===== src/rtl/gtp_frame_pkg.sv =====
// Shared GTP framing constants, FSM state type and header check function.
// The transmitter and the matching receivers both import this package.
package gtp_frame_pkg;

    localparam logic [7:0]  K28_5     = 8'hBC;
    localparam logic [7:0]  TAG_DATA  = 8'h55;
    localparam logic [7:0]  TAG_STAT  = 8'hAA;
    localparam logic [31:0] IDLE_WORD = 32'h0000_50BC;
    localparam logic [3:0]  CTL_K0    = 4'b0001;
    localparam logic [3:0]  CTL_D     = 4'b0000;

    typedef enum logic [1:0] {
        S_IDLE = 2'd0,
        S_HDR  = 2'd1,
        S_PAY  = 2'd2,
        S_GAP  = 2'd3
    } state_t;

    function automatic logic [7:0] chk(input logic [31:0] p);
        return p[23:16] + p[7:0];
    endfunction

endpackage


===== src/rtl/send_frame.sv =====
// GTP link transmitter: packs data/status words into K28.5-framed header+payload
// frames, with comma idle words between frames to keep the far end aligned.
module send_frame
    import gtp_frame_pkg::*;
#(
    parameter int unsigned IDLE_GAP  = 2,
    parameter bit          STAT_PRIO = 1'b1
) (
    input  logic        tx_clk,
    input  logic        ap_rst,
    input  logic        data_valid,
    output logic        data_ready,
    input  logic [31:0] data_word,
    input  logic        stat_valid,
    output logic        stat_ready,
    input  logic [31:0] stat_word,
    output logic [31:0] gtp_txdata,
    output logic [3:0]  gtp_txctl,
    output logic        tx_busy,
    output logic [7:0]  data_seq,
    output logic [31:0] frame_cnt
);

    state_t      state_q, state_d;
    logic [3:0]  gap_q, gap_d;
    logic [31:0] word_q, word_d;
    logic [7:0]  seq_data_q, seq_data_d;
    logic [7:0]  seq_stat_q, seq_stat_d;
    logic [7:0]  data_seq_q, data_seq_d;
    logic [31:0] frame_cnt_q, frame_cnt_d;
    logic [31:0] txdata_q, txdata_d;
    logic [3:0]  txctl_q, txctl_d;
    logic        data_ready_q, data_ready_d;
    logic        stat_ready_q, stat_ready_d;
    logic        busy_q, busy_d;

    logic        acc_data, acc_stat, accept;
    logic [31:0] acc_word;
    logic [7:0]  acc_seq, acc_tag;
    logic        pref_stat;

    assign acc_data = data_valid & data_ready_q;
    assign acc_stat = stat_valid & stat_ready_q;
    assign accept   = acc_data | acc_stat;
    assign acc_word = acc_stat ? stat_word : data_word;
    assign acc_seq  = acc_stat ? (seq_stat_q + 8'd1) : (seq_data_q + 8'd1);
    assign acc_tag  = acc_stat ? TAG_STAT : TAG_DATA;

    // Ready is registered, so it tracks the valids one cycle late; a lone
    // valid from the non-priority source costs one extra idle cycle.
    assign pref_stat = STAT_PRIO ? !(data_valid && !stat_valid)
                                 :  (stat_valid && !data_valid);

    always_ff @(posedge tx_clk) begin
        if (ap_rst) begin
            state_q      <= S_IDLE;
            gap_q        <= '0;
            word_q       <= '0;
            seq_data_q   <= '0;
            seq_stat_q   <= '0;
            data_seq_q   <= '0;
            frame_cnt_q  <= '0;
            txdata_q     <= IDLE_WORD;
            txctl_q      <= CTL_K0;
            data_ready_q <= 1'b0;
            stat_ready_q <= 1'b0;
            busy_q       <= 1'b0;
        end else begin
            state_q      <= state_d;
            gap_q        <= gap_d;
            word_q       <= word_d;
            seq_data_q   <= seq_data_d;
            seq_stat_q   <= seq_stat_d;
            data_seq_q   <= data_seq_d;
            frame_cnt_q  <= frame_cnt_d;
            txdata_q     <= txdata_d;
            txctl_q      <= txctl_d;
            data_ready_q <= data_ready_d;
            stat_ready_q <= stat_ready_d;
            busy_q       <= busy_d;
        end
    end

    // The cycle that returns to IDLE also carries the last gap idle word, so
    // GAP itself lasts IDLE_GAP-1 cycles and the counter reaches 0 in IDLE.
    always_comb begin
        state_d     = state_q;
        gap_d       = gap_q;
        word_d      = word_q;
        seq_data_d  = seq_data_q;
        seq_stat_d  = seq_stat_q;
        data_seq_d  = data_seq_q;
        frame_cnt_d = frame_cnt_q;
        case (state_q)
            S_IDLE: begin
                if (accept) begin
                    state_d = S_HDR;
                    word_d  = acc_word;
                    if (acc_stat) begin
                        seq_stat_d = acc_seq;
                    end else begin
                        seq_data_d = acc_seq;
                        data_seq_d = acc_seq;
                    end
                end
            end
            S_HDR: state_d = S_PAY;
            S_PAY: begin
                frame_cnt_d = frame_cnt_q + 32'd1;
                if (IDLE_GAP > 1) begin
                    state_d = S_GAP;
                    gap_d   = 4'(IDLE_GAP - 1);
                end else begin
                    state_d = S_IDLE;
                    gap_d   = '0;
                end
            end
            S_GAP: begin
                gap_d = gap_q - 4'd1;
                if (gap_q <= 4'd1) begin
                    state_d = S_IDLE;
                    gap_d   = '0;
                end
            end
            default: state_d = S_IDLE;
        endcase
    end

    always_comb begin
        txdata_d     = IDLE_WORD;
        txctl_d      = CTL_K0;
        data_ready_d = 1'b0;
        stat_ready_d = 1'b0;
        busy_d       = (state_d != S_IDLE);
        case (state_q)
            S_IDLE: begin
                if (accept) begin
                    txdata_d = {acc_seq, chk(acc_word), acc_tag, K28_5};
                    txctl_d  = CTL_K0;
                end
            end
            S_HDR: begin
                txdata_d = word_q;
                txctl_d  = CTL_D;
            end
            default: ;
        endcase
        if (state_d == S_IDLE) begin
            stat_ready_d = pref_stat;
            data_ready_d = !pref_stat;
        end
    end

    assign data_ready = data_ready_q;
    assign stat_ready = stat_ready_q;
    assign gtp_txdata = txdata_q;
    assign gtp_txctl  = txctl_q;
    assign tx_busy    = busy_q;
    assign data_seq   = data_seq_q;
    assign frame_cnt  = frame_cnt_q;

endmodule

===== config.mk =====
export PLATFORM = sky130hd
export DESIGN_NAME = send_frame
export DESIGN_NICKNAME = d
export VERILOG_FILES = /design/src/rtl/gtp_frame_pkg.sv /design/src/rtl/send_frame.sv
export SDC_FILE = /design/constraint.sdc
export NUM_CORES = 1
export LEC_CHECK = 0
export BUFFER_PORTS_ARGS = -buffer_cell sky130_fd_sc_hd__buf_2
export CAP_MARGIN = 20
export CORE_MARGIN = 2
export CORE_UTILIZATION = 50
export CTS_BUF_LIST = sky130_fd_sc_hd__clkbuf_4 sky130_fd_sc_hd__clkbuf_8
export DETAILED_ROUTE_END_ITERATION = 10
export PLACE_DENSITY = 0.85
export SLEW_MARGIN = 20
export SYNTH_ARGS = -nofsm -noshare
export SYNTH_HDL_FRONTEND = slang
export SYNTH_SLANG_ARGS = --single-unit

===== constraint.sdc =====
create_clock -name tx_clk -period 5.5 [get_ports tx_clk]
set_clock_uncertainty 0.05 [all_clocks]
set_input_delay 1.375 -clock tx_clk [delete_from_list [all_inputs] [get_ports tx_clk]]
set_output_delay 1.375 -clock tx_clk [all_outputs]
set_load 0.01 [all_outputs]

==> out/metrics.csv <==
stage;metric;value;unit
pwr;total power;2.15;mW
pwr;leak pwr;2.94;nW
synthesis;Synth async-reset ratio;0;
pwr;Max VDD drop;0.205;mV
worst_setup_path;startpoint types;input pin;
worst_hold_path;hold path start;word_q[2]$_SDFFE_PP0P_;
final_layout;commonest non-fill, non-tap cells in the layout;buf_2 (143), dfxtp_1 (122), nand2_1 (117);
timing;minimum clock period;3520;ps
clocking;Root Buffer;clkbuf_8;
place;cell count after placement;923;
final_layout;n_diodes;0;
final_layout;filler cell count;920;
routing;Final ANT Viol Nets;0;
timing;Post-Route Setup TNS;0;ps
pwr;PD cells;319;nW/um^2
clocking;CTS sink count;122;
synthesis;Post-synth top flop;dfxtp_1;
clocking;Hold-fix buffers, CTS;0;
routing;Pre-antenna DRT Iters;6;
timing;Final Cycle Share;0.639;
worst_setup_path;CP Cell Sequence;buf_2 > and2_2 > buf_4 > nand2_1 > nand2_1 > ha_1 > inv_1 > fa_1 > nor2b_1 > o31a_1 > o22ai_1 > xor2_1 > o21ai_0;
worst_setup_path;slowest cell delay on critical path;420;ps
place;IO Port Bufs;143;
clocking;total CTS buffers;17;
synthesis;Synth cell types;54;
synthesis;FF+latch count, synth;122;
global_routing;first-pass GRT wire length;22.1;mm
timing;relative slew slack;0.425;
place;dpl cell area;6310;sq um
worst_setup_path;Worst setup EP type;flop;
worst_setup_path;crit path kind;input pin to flop;
worst_setup_path;R2R setup slack;2600;ps
clocking;CTS tree;yes;
worst_hold_path;worst hold endpoint;gtp_txdata[2]$_SDFF_PP1_;
clocking;Max Root-Sink Buffers;2;
routing;Initial DRC Count;413;
floorplan;Row Count;38;
place;Placer Congestion;0.856;
routing;Post-Route WL;13.7;mm
global_routing;Global Route Usage Sum;0.234;
global_routing;antenna violations before repair;0;
floorplan;Boundary Pins;147;
routing;DR vias/cell;5.39;
synthesis;Seq/Total Area, Yosys;0.441;
clocking;post-CTS setup buffer count;0;
final_layout;share of cells above drive strength 1;0.232;
worst_setup_path;arrival time of the worst setup path;3800;ps
timing;final setup violation count;0;
run_status;status;finished, final reports clean;
clocking;Worst-Skew Late Latency;420;ps
clocking;htree depth;4;
final_layout;final net count;882;
job;Max Cap Viol;0;
synthesis;Post-synth EDFFs;0;
synthesis;Ys Warns;0;
timing;measured slew at the worst slew-check pin;862;ps
clocking;CTS resizes;0;
final_layout;Synth-to-Final Area Change;21.5;%
worst_setup_path;critical path's slowest cell;buf_4;
worst_setup_path;Max FO, Critical Path;43;
worst_setup_path;Worst Reg-to-Reg Cells;12;
synthesis;Syn Area/Cell;8.24;sq um
worst_hold_path;hold crit path type;flop to flop;
worst_setup_path;Data required, critical path;5790;ps
timing;maximum clock frequency;0.284;GHz
clocking;Clk pin slew, worst setup/hold paths;80;ps
floorplan;die extent in x;109;um
final_layout;most common cell after layout, fill and taps aside;buf_2;
worst_setup_path;CP Buf/Inv Count;3;
place;HPWL after DPL;9.62;mm
floorplan;area of the core;10800;sq um
routing;DR DRC count;0;
worst_setup_path;delay-heaviest family, CP;buffers and inverters;
synthesis;Cells after Synth;672;
worst_setup_path;Crit path top cell by count;nand2_1;
floorplan;die area;11900;sq um
global_routing;vias in the first global route;4738;
timing;RSZ-0062 raised after global routing;false;
worst_hold_path;worst hold stages;1;
worst_setup_path;instance count on the critical path;13;
final_layout;Non-Filler Instances;955;
routing;Routed wire per std cell;14.4;um
routing;DR vias;5147;
synthesis;Cell Area, Synth;5540;sq um
global_routing;largest net degree at the start of global routing;55;
floorplan;Starting Density;0.511;
timing;pins over their slew limit;0;
worst_setup_path;reg-to-reg endpoint;gtp_txdata[22]$_SDFF_PP0_;
global_routing;aggregate global routing overflow;0;
timing;final hold violation count;0;
worst_setup_path;R2R Path Start;stat_ready$_SDFF_PP0_;
floorplan;die span in y;109;um
final_layout;final non-filler cell area;6730;sq um
## worst max-delay path by stage
stage / from / to / slack (ps)
finish: stat_valid / gtp_txdata[22]$_SDFF_PP0_ / 1980
global route: stat_valid / word_q[15]$_SDFFE_PP0P_ / 1790
CTS: stat_valid / word_q[28]$_SDFFE_PP0P_ / 2020
detailed placement: stat_valid / word_q[14]$_SDFFE_PP0P_ / 1600
global placement: stat_valid / data_ready$_SDFF_PP0_ / 1710
floorplan: stat_valid / gtp_txdata[23]$_SDFF_PP0_ / 1980
## worst reg2reg max path: stages, from the launching register on
cell and delay, ps:
dfxtp_1 500, and2_2 240, buf_4 420, nand2_1 150, nand2_1 90, ha_1 210, inv_1 70, fa_1 390
nor2b_1 180, o31a_1 170, o22ai_1 90, xor2_1 140, o21ai_0 130
## metrics by stage
step           worst slack (ps)   util  hold WS (ps)
3_5_place_dp               1600  0.582           370
5_1_grt                    1790  0.620           410
2_1_floorplan              1980      -           355
3_3_place_gp               1710  0.582           374
6_report                   1980  0.620           393
4_1_cts                    2020  0.620           395
## cell usage after synthesis (12+ instances only)
cell | instances | area, sq um
nor2_1 | 93 | 349
nand4_1 | 18 | 113
inv_1 | 12 | 45.0
clkbuf_1 | 24 | 90.1
nand2_1 | 117 | 439
o21ai_0 | 34 | 170
a21oi_1 | 16 | 80.1
dfxtp_1 | 122 | 2440
a311oi_1 | 18 | 158
xnor2_1 | 23 | 201
nand3_1 | 29 | 145
xor2_1 | 24 | 210
## metal layers
| metal | GRT usage | part of all wire | vias to the layer above |
|---|---|---|---|
| li1 | - | - | 2571 |
| met1 | 0.296 | 0.43 | 2331 |
| met2 | 0.388 | 0.47 | 229 |
| met3 | 0.0634 | 0.091 | 16 |
| met4 | 0.0787 | 0.011 | 0 |
| met5 | 0 | 0 | - |
## registers in the layout (all words and copies together) (netlist names), 2 cells and up
register and flops:
seq_stat_q 8, state_q 2, gap_q 4, word_q 32, frame_cnt 32, gtp_txdata 32
data_seq 8
## cell type report
type / count / area (sq um) / share of cell area
Multi-Input combinational cell: 501 / 2890 / 0.430
Sequential cell: 122 / 2440 / 0.363
Timing Repair Buffer: 148 / 753 / 0.112
Clock buffer: 17 / 234 / 0.0348
Clock inverter: 15 / 185 / 0.0275
Tap cell: 140 / 175 / 0.0260
Inverter: 12 / 45.0 / 0.00670
## cell families (layout without fill, tap and decap cells)
group | count (synthesis) | in the layout | synth area share
simple gates | 325 | 325 | 0.272
flops | 122 | 122 | 0.441
compound gates | 103 | 103 | 0.123
buf+inv | 51 | 192 | 0.0400
xor+xnor | 47 | 47 | 0.0744
fa+ha+maj | 12 | 12 | 0.0285
mux | 11 | 11 | 0.0203
other cells | 1 | 3 | 0.000677
## power by group
part,internal [mW],leakage (nW),switching (mW)
Combinational,0.131,1.75,0.195
Clock,0.457,0.209,0.389
Sequential,0.939,0.990,0.0367
Total,1.53,2.94,0.621
No activity file was read; power rests on OpenSTA's default activity.
